[config.mk]
export PLATFORM = sky130hd
export DESIGN_NAME = wb_stage
export DESIGN_NICKNAME = d
export VERILOG_FILES = /design/src/rtl/riscv_def.sv /design/src/rtl/load_align.sv /design/src/rtl/wb_stage.sv
export SDC_FILE = /design/constraint.sdc
export NUM_CORES = 1
export LEC_CHECK = 0
export BUFFER_PORTS_ARGS = -buffer_cell sky130_fd_sc_hd__buf_2
export CELL_PAD_IN_SITES_DETAIL_PLACEMENT = 1
export CELL_PAD_IN_SITES_GLOBAL_PLACEMENT = 2
export CORE_MARGIN = 2
export CORE_UTILIZATION = 25
export CTS_BUF_LIST = sky130_fd_sc_hd__clkbuf_4
export DETAILED_ROUTE_END_ITERATION = 8
export HOLD_SLACK_MARGIN = 0.02
export PLACE_DENSITY = 0.77
export SLEW_MARGIN = 20
export SYNTH_ARGS = -nofsm -noshare
export SYNTH_HDL_FRONTEND = slang
export SYNTH_SLANG_ARGS = --single-unit
[constraint.sdc]
create_clock -name clk -period 2.3 [get_ports clk]
set_input_delay 0.115 -clock clk [delete_from_list [all_inputs] [get_ports clk]]
set_output_delay 0.115 -clock clk [all_outputs]
set_load 0.02 [all_outputs]
[src/rtl/riscv_def.sv]
// ---------------------------------------------------------------------------
// riscv_def
// Shared definitions for the write-back stage of the pipelined RISC-V core.
// Contents:
//   WB_SEL_*     result source select codes driven by the decoder
//   LOAD_SIZE_*  load access size codes
//   wb_state_e   write-back FSM state encodings
// ---------------------------------------------------------------------------
package riscv_def;

    // Result source for the register-file write data.
    localparam logic [1:0] WB_SEL_ALU = 2'd0;
    localparam logic [1:0] WB_SEL_MEM = 2'd1;
    localparam logic [1:0] WB_SEL_PC4 = 2'd2;
    localparam logic [1:0] WB_SEL_CSR = 2'd3;

    // Load access size.
    localparam logic [1:0] LOAD_SIZE_B = 2'd0;
    localparam logic [1:0] LOAD_SIZE_H = 2'd1;
    localparam logic [1:0] LOAD_SIZE_W = 2'd2;
    localparam logic [1:0] LOAD_SIZE_D = 2'd3;

    // IDLE: ready for a new instruction.
    // WAIT_MEM: a load is waiting for its read response.
    // DRAIN: a flushed load's response is still in flight and must be eaten.
    typedef enum logic [1:0] {
        ST_IDLE     = 2'd0,
        ST_WAIT_MEM = 2'd1,
        ST_DRAIN    = 2'd2
    } wb_state_e;

endpackage

[src/rtl/load_align.sv]
// ---------------------------------------------------------------------------
// load_align
// Combinational load-data aligner. Shifts the raw read word down by the byte
// offset, keeps the low 8/16/32/64 bits according to the access size and
// sign- or zero-extends the result to DATA_WIDTH.
// Ports:
//   rdata          raw read word from data memory
//   offset         byte offset of the load within the word
//   size           access size (LOAD_SIZE_* codes)
//   load_unsigned  1 = zero-extend, 0 = sign-extend
//   data_out       aligned and extended load value
// ---------------------------------------------------------------------------
module load_align
    import riscv_def::*;
#(
    parameter  int DATA_WIDTH = 32,
    localparam int OFF_W      = $clog2(DATA_WIDTH / 8)
) (
    input  logic [DATA_WIDTH-1:0] rdata,
    input  logic [OFF_W-1:0]      offset,
    input  logic [1:0]            size,
    input  logic                  load_unsigned,
    output logic [DATA_WIDTH-1:0] data_out
);

    logic [DATA_WIDTH-1:0] shifted;
    logic [DATA_WIDTH-1:0] keep_mask;
    logic                  sign_bit;

    // Bytes above the top of the word shift in as zero, which is how
    // misaligned accesses are handled (no trap).
    assign shifted = rdata >> {offset, 3'b000};

    // A doubleword on a 32-bit datapath collapses to a full-word access,
    // which is why the D case uses the top bit of whatever width we have.
    always_comb begin
        keep_mask = '1;
        sign_bit  = shifted[DATA_WIDTH-1];
        case (size)
            LOAD_SIZE_B: begin
                keep_mask = DATA_WIDTH'(8'hFF);
                sign_bit  = shifted[7];
            end
            LOAD_SIZE_H: begin
                keep_mask = DATA_WIDTH'(16'hFFFF);
                sign_bit  = shifted[15];
            end
            LOAD_SIZE_W: begin
                keep_mask = DATA_WIDTH'(32'hFFFF_FFFF);
                sign_bit  = shifted[31];
            end
            default: begin
                keep_mask = '1;
                sign_bit  = shifted[DATA_WIDTH-1];
            end
        endcase
    end

    // Bits outside the kept field are filled with the sign bit for signed
    // loads; for a full-width access the fill mask is empty.
    always_comb begin
        if (load_unsigned) begin
            data_out = shifted & keep_mask;
        end else begin
            data_out = (shifted & keep_mask) | (~keep_mask & {DATA_WIDTH{sign_bit}});
        end
    end

endmodule

[src/rtl/wb_stage.sv]
// ---------------------------------------------------------------------------
// wb_stage
// Write-back stage. Accepts one retiring instruction per cycle from MEM,
// waits for variable-latency load responses, aligns load data, selects the
// result source and drives a registered register-file write port (which is
// also the forwarding source). Responses belonging to a flushed load are
// drained and dropped.
// Ports:
//   clk, rst            clock, synchronous active-high reset
//   in_valid/in_ready   handshake with MEM
//   in_regwrite, in_rd  destination write enable and index
//   in_wb_sel           result source (WB_SEL_* codes)
//   in_alu_data, in_pc_plus4, in_csr_data   non-load result candidates
//   in_load_size, in_load_unsigned, in_addr_lo   load formatting info
//   flush               kill the current or pending instruction
//   mem_rvalid, mem_rdata   data-memory read response
//   rf_we, rf_waddr, rf_wdata   registered register-file write port
//   busy                a load is outstanding or being drained
// ---------------------------------------------------------------------------
module wb_stage
    import riscv_def::*;
#(
    parameter  int DATA_WIDTH     = 32,
    parameter  int REG_ADDR_WIDTH = 5,
    localparam int OFF_W          = $clog2(DATA_WIDTH / 8)
) (
    input  logic                      clk,
    input  logic                      rst,
    input  logic                      in_valid,
    output logic                      in_ready,
    input  logic                      in_regwrite,
    input  logic [REG_ADDR_WIDTH-1:0] in_rd,
    input  logic [1:0]                in_wb_sel,
    input  logic [DATA_WIDTH-1:0]     in_alu_data,
    input  logic [DATA_WIDTH-1:0]     in_pc_plus4,
    input  logic [DATA_WIDTH-1:0]     in_csr_data,
    input  logic [1:0]                in_load_size,
    input  logic                      in_load_unsigned,
    input  logic [OFF_W-1:0]          in_addr_lo,
    input  logic                      flush,
    input  logic                      mem_rvalid,
    input  logic [DATA_WIDTH-1:0]     mem_rdata,
    output logic                      rf_we,
    output logic [REG_ADDR_WIDTH-1:0] rf_waddr,
    output logic [DATA_WIDTH-1:0]     rf_wdata,
    output logic                      busy
);

    wb_state_e                 state_q, state_d;
    logic [REG_ADDR_WIDTH-1:0] pend_rd_q, pend_rd_d;
    logic                      pend_regwrite_q, pend_regwrite_d;
    logic [1:0]                pend_size_q, pend_size_d;
    logic                      pend_unsigned_q, pend_unsigned_d;
    logic [OFF_W-1:0]          pend_off_q, pend_off_d;

    logic                      rf_we_q, rf_we_d;
    logic [REG_ADDR_WIDTH-1:0] rf_waddr_q, rf_waddr_d;
    logic [DATA_WIDTH-1:0]     rf_wdata_q, rf_wdata_d;

    logic                      accept;
    logic [DATA_WIDTH-1:0]     sel_data;
    logic [DATA_WIDTH-1:0]     align_data;
    logic [OFF_W-1:0]          align_off;
    logic [1:0]                align_size;
    logic                      align_unsigned;

    assign in_ready = (state_q == ST_IDLE) & ~rst;
    assign busy     = (state_q != ST_IDLE);
    assign accept   = in_valid & in_ready;

    assign rf_we    = rf_we_q;
    assign rf_waddr = rf_waddr_q;
    assign rf_wdata = rf_wdata_q;

    // One aligner serves both paths: in IDLE a same-cycle response is
    // formatted with the incoming fields, while waiting the latched ones apply.
    always_comb begin
        if (state_q == ST_WAIT_MEM) begin
            align_off      = pend_off_q;
            align_size     = pend_size_q;
            align_unsigned = pend_unsigned_q;
        end else begin
            align_off      = in_addr_lo;
            align_size     = in_load_size;
            align_unsigned = in_load_unsigned;
        end
    end

    load_align #(
        .DATA_WIDTH (DATA_WIDTH)
    ) u_load_align (
        .rdata         (mem_rdata),
        .offset        (align_off),
        .size          (align_size),
        .load_unsigned (align_unsigned),
        .data_out      (align_data)
    );

    // Non-load result source. The MEM code never reaches this mux's output
    // because loads always write the aligned data instead.
    always_comb begin
        case (in_wb_sel)
            WB_SEL_PC4: sel_data = in_pc_plus4;
            WB_SEL_CSR: sel_data = in_csr_data;
            default:    sel_data = in_alu_data;
        endcase
    end

    // Next-state and write-port logic. rf_we defaults low so it is a one-cycle
    // pulse per completion; address and data hold their last written values.
    // Writes to x0 still complete (and still wait for a load response) but
    // never raise the enable.
    always_comb begin
        state_d         = state_q;
        pend_rd_d       = pend_rd_q;
        pend_regwrite_d = pend_regwrite_q;
        pend_size_d     = pend_size_q;
        pend_unsigned_d = pend_unsigned_q;
        pend_off_d      = pend_off_q;
        rf_we_d         = 1'b0;
        rf_waddr_d      = rf_waddr_q;
        rf_wdata_d      = rf_wdata_q;

        case (state_q)
            ST_IDLE: begin
                if (accept && !flush) begin
                    if (in_wb_sel != WB_SEL_MEM) begin
                        rf_we_d    = in_regwrite & (in_rd != '0);
                        rf_waddr_d = in_rd;
                        rf_wdata_d = sel_data;
                    end else if (mem_rvalid) begin
                        rf_we_d    = in_regwrite & (in_rd != '0);
                        rf_waddr_d = in_rd;
                        rf_wdata_d = align_data;
                    end else begin
                        pend_rd_d       = in_rd;
                        pend_regwrite_d = in_regwrite;
                        pend_size_d     = in_load_size;
                        pend_unsigned_d = in_load_unsigned;
                        pend_off_d      = in_addr_lo;
                        state_d         = ST_WAIT_MEM;
                    end
                end
            end
            ST_WAIT_MEM: begin
                if (mem_rvalid) begin
                    if (!flush) begin
                        rf_we_d    = pend_regwrite_q & (pend_rd_q != '0);
                        rf_waddr_d = pend_rd_q;
                        rf_wdata_d = align_data;
                    end
                    state_d = ST_IDLE;
                end else if (flush) begin
                    state_d = ST_DRAIN;
                end
            end
            ST_DRAIN: begin
                if (mem_rvalid) begin
                    state_d = ST_IDLE;
                end
            end
            default: begin
                state_d = ST_IDLE;
            end
        endcase
    end

    // State, pending-load fields and the registered write port.
    always_ff @(posedge clk) begin
        if (rst) begin
            state_q         <= ST_IDLE;
            pend_rd_q       <= '0;
            pend_regwrite_q <= 1'b0;
            pend_size_q     <= '0;
            pend_unsigned_q <= 1'b0;
            pend_off_q      <= '0;
            rf_we_q         <= 1'b0;
            rf_waddr_q      <= '0;
            rf_wdata_q      <= '0;
        end else begin
            state_q         <= state_d;
            pend_rd_q       <= pend_rd_d;
            pend_regwrite_q <= pend_regwrite_d;
            pend_size_q     <= pend_size_d;
            pend_unsigned_q <= pend_unsigned_d;
            pend_off_q      <= pend_off_d;
            rf_we_q         <= rf_we_d;
            rf_waddr_q      <= rf_waddr_d;
            rf_wdata_q      <= rf_wdata_d;
        end
    end

endmodule

==> reports/qor.csv <==
metric;value;unit
finalWorstPathRequiredPeriod;2.17;ns
post_synth_most_frequent_cells;a21oi_1 (60), dfxtp_1 (51), nand2_1 (50);
die_width;126;um
cell_family_contributing_the_most_delay_on_the_critical_path;compound AO/OA/AOI/OAI gates;
power.ir.vdd_worst;0.180;mV
powerDensity;389;mW/mm^2
grt.met2_usage;32.5;%
buf_inv_stages_crit_path;2;
timing.rr.start;state_q[1];
vias_per_cell;5.22;
netlist_area;0.00372;mm^2
detail-route-antenna-nets;0;
crit_path_cell_trace;nand2b_4 -> buf_6 -> mux2_4 -> nand4_2 -> a41oi_4 -> buf_4 -> o41ai_1 -> a21oi_1;
via_count_of_the_first_global_routing_pass;4426;
core.rowCount;44;
largest_cells_by_area_after_synthesis;dfxtp_1 (27%), mux2i_1 (11%), mux2_2 (9.7%);
die-area;0.0159;mm^2
post-synth-top-area-fraction;27.4;%
routabilityCongestion;0.884;
met3_usage;2.76;%
path_clk_slew;0.15;ns
hold_viol_final;0;
leakagePower;2.36;nW
drt_pre_antenna_iters;4;
hold_path.startpoint;in_addr_lo[0];
worstSkewPairLatency;0.39;ns
post_route_cells_drive_above_1_share;42.3;%
grt_pass1_wl;24200;um
status;complete, no violations;
worst_setup_path_startpoint;state_q[1];
setup_viol;0;
path_max_fanout;16;
synth.lib_cells_used.distinct;52;
cts_buffers;5;
globalRouteMet1Util;25.5;%
fin_setup_tns;0;ns
critical_path.startpoint_type;flop;
grt_max_degree;50;
remaining_drc_errors;0;
synth-async-reset-ratio;0;%
vias;4333;
cts_htree_levels;2;
final_core_utilization;35.3;%
max_stage_delay;0.40;ns
finish.cell_count_without_fillers;830;
initial_antenna_violation_count;1;
grt.overflow.total;0;
timing_max_transition_violations_final;0;
syn_to_final_growth;37.7;%
top_level_ports;186;
worst_ep_required_time;2.57;ns
num-nets-final;791;
yosys_warnings;0;
cts_post_setup_buffers_inserted;0;
design_area;0.00512;mm^2
worstHoldPathType;in -> reg;
ys_dominant_reg_cell;dfxtp_1;
synth_edf_count;0;
placed_cell_areas;0.00491;mm^2
synth_seq_area_share;27.4;%
clock-skew-final;0.0110;ns
totalWireLength;15800;um
worst-slew-pin-transition;0.901;ns
cts_root_cell;clkbuf_4;
critical_path.endpoint_type;flop;
i_o_buffers;185;
syn_nets;603;
busiest_layer;met2;
dp_cells;812;
grt_use_total;19.0;%
post_synth.cell_area_avg;8.14;um^2
path_class;reg -> reg;
syn-instance-count;457;
drt_iter0_drc;239;
report.power.total;1.99;mW
die_height;126;um
initial_core_util;25.6;%
drt-wirelength-per-cell;19.0;um
drv_cap;0;
timing.critical_path.arrival;2.44;ns
synth.largest_area_cell;dfxtp_1;
fp.coreArea;0.0145;mm^2
hold-worst-slack;0.0436;ns
hpwl;12600;um
tritoncts_sinks;51;
cts_tree;yes;
place_ws;0.0191;ns
cts_buffer_depth;2;
crit_path_top_delay_cell;dfxtp_2;
ys_seq_elements;51;
fmaxAchievable;0.461;GHz
synth.most_common_cell;a21oi_1;
setup_slack;0.129;ns
worst-r2r-setup-slack;0.13;ns
slew-limit-headroom;39.4;%
min_period_over_period;94.4;%
==> area by class of cell <==
| type | instances | area, um^2 |
|---|---|---|
| fillers | 1808 | 9410 |
| clock buffers | 5 | 37.5 |
| multi-input cells | 364 | 2580 |
| flip-flops and latches | 51 | 1020 |
| repair buffers | 220 | 1230 |
| inverters | 3 | 11.3 |
| clock inverters | 2 | 8.76 |
| well taps | 184 | 230 |
| diodes | 1 | 2.50 |
==> tightest hold or removal path, stage by stage <==
cell	delay [ns]
buf_2	0.14
mux2i_1	0.08
nor2_1	0.07
==> layer usage <==
metal	vias up	wire length, um
li1	2108	-
met1	2066	7210
met2	149	7480
met3	10	926
met4	0	135
met5	-	0
==> cells by family after synthesis <==
group	synth area share, %
compound gates	29.1
buf+inv	4.94
flops	27.4
mux	22.0
simple gates	16.5
==> power breakdown <==
group | internal, mW | switching (mW)
sequential | 0.914 | 0.0182
clock | 0.109 | 0.300
combinational | 0.293 | 0.357
total | 1.32 | 0.676
==> registers in the layout (all words and copies together), names as in the netlist <==
register / count
pend_size_q: 2
rf_we: 1
pend_off_q: 2
pend_regwrite_q: 1
pend_rd_q: 5
rf_wdata: 32
rf_waddr: 5
state_q: 2
pend_unsigned_q: 1
==> worst paths after layout <==
| check | endpoint | cells past startpoint |
|---|---|---|
| setup / recovery | rf_wdata[16] | 8 |
| hold / removal | pend_off_q[0] | 3 |
| setup reg to reg | rf_wdata[16] | 8 |
| hold reg to reg | rf_wdata[14] | 2 |
==> cells in the final DEF, fill, tap and decap left out, types with 3 or more instances in the layout <==
| cell | instances |
|---|---|
| o21ai_0 | 19 |
| o211ai_1 | 7 |
| dlygate4sd3_1 | 10 |
| buf_4 | 22 |
| a311oi_1 | 5 |
| dfxtp_1 | 49 |
| o41ai_1 | 3 |
| mux2i_1 | 41 |
| mux2_2 | 32 |
| o41ai_2 | 5 |
| clkbuf_4 | 5 |
| a21oi_1 | 59 |
| nand2_1 | 49 |
| nor2_1 | 31 |
| o31ai_1 | 8 |
| a31oi_1 | 5 |
| inv_1 | 3 |
| nand2b_1 | 5 |
| and3_1 | 7 |
| o22ai_1 | 32 |
| buf_2 | 185 |
| nand3_1 | 9 |
| o2bb2ai_1 | 7 |
==> repair_timing <==
item / 4_1_cts / 5_1_grt
setup endpoints to repair: 0 / 17
resized for setup: 0 / 12
hold buffers: 10 / 0
hold endpoints to repair: 14 / 0
Power figures use the tool's default switching activity.
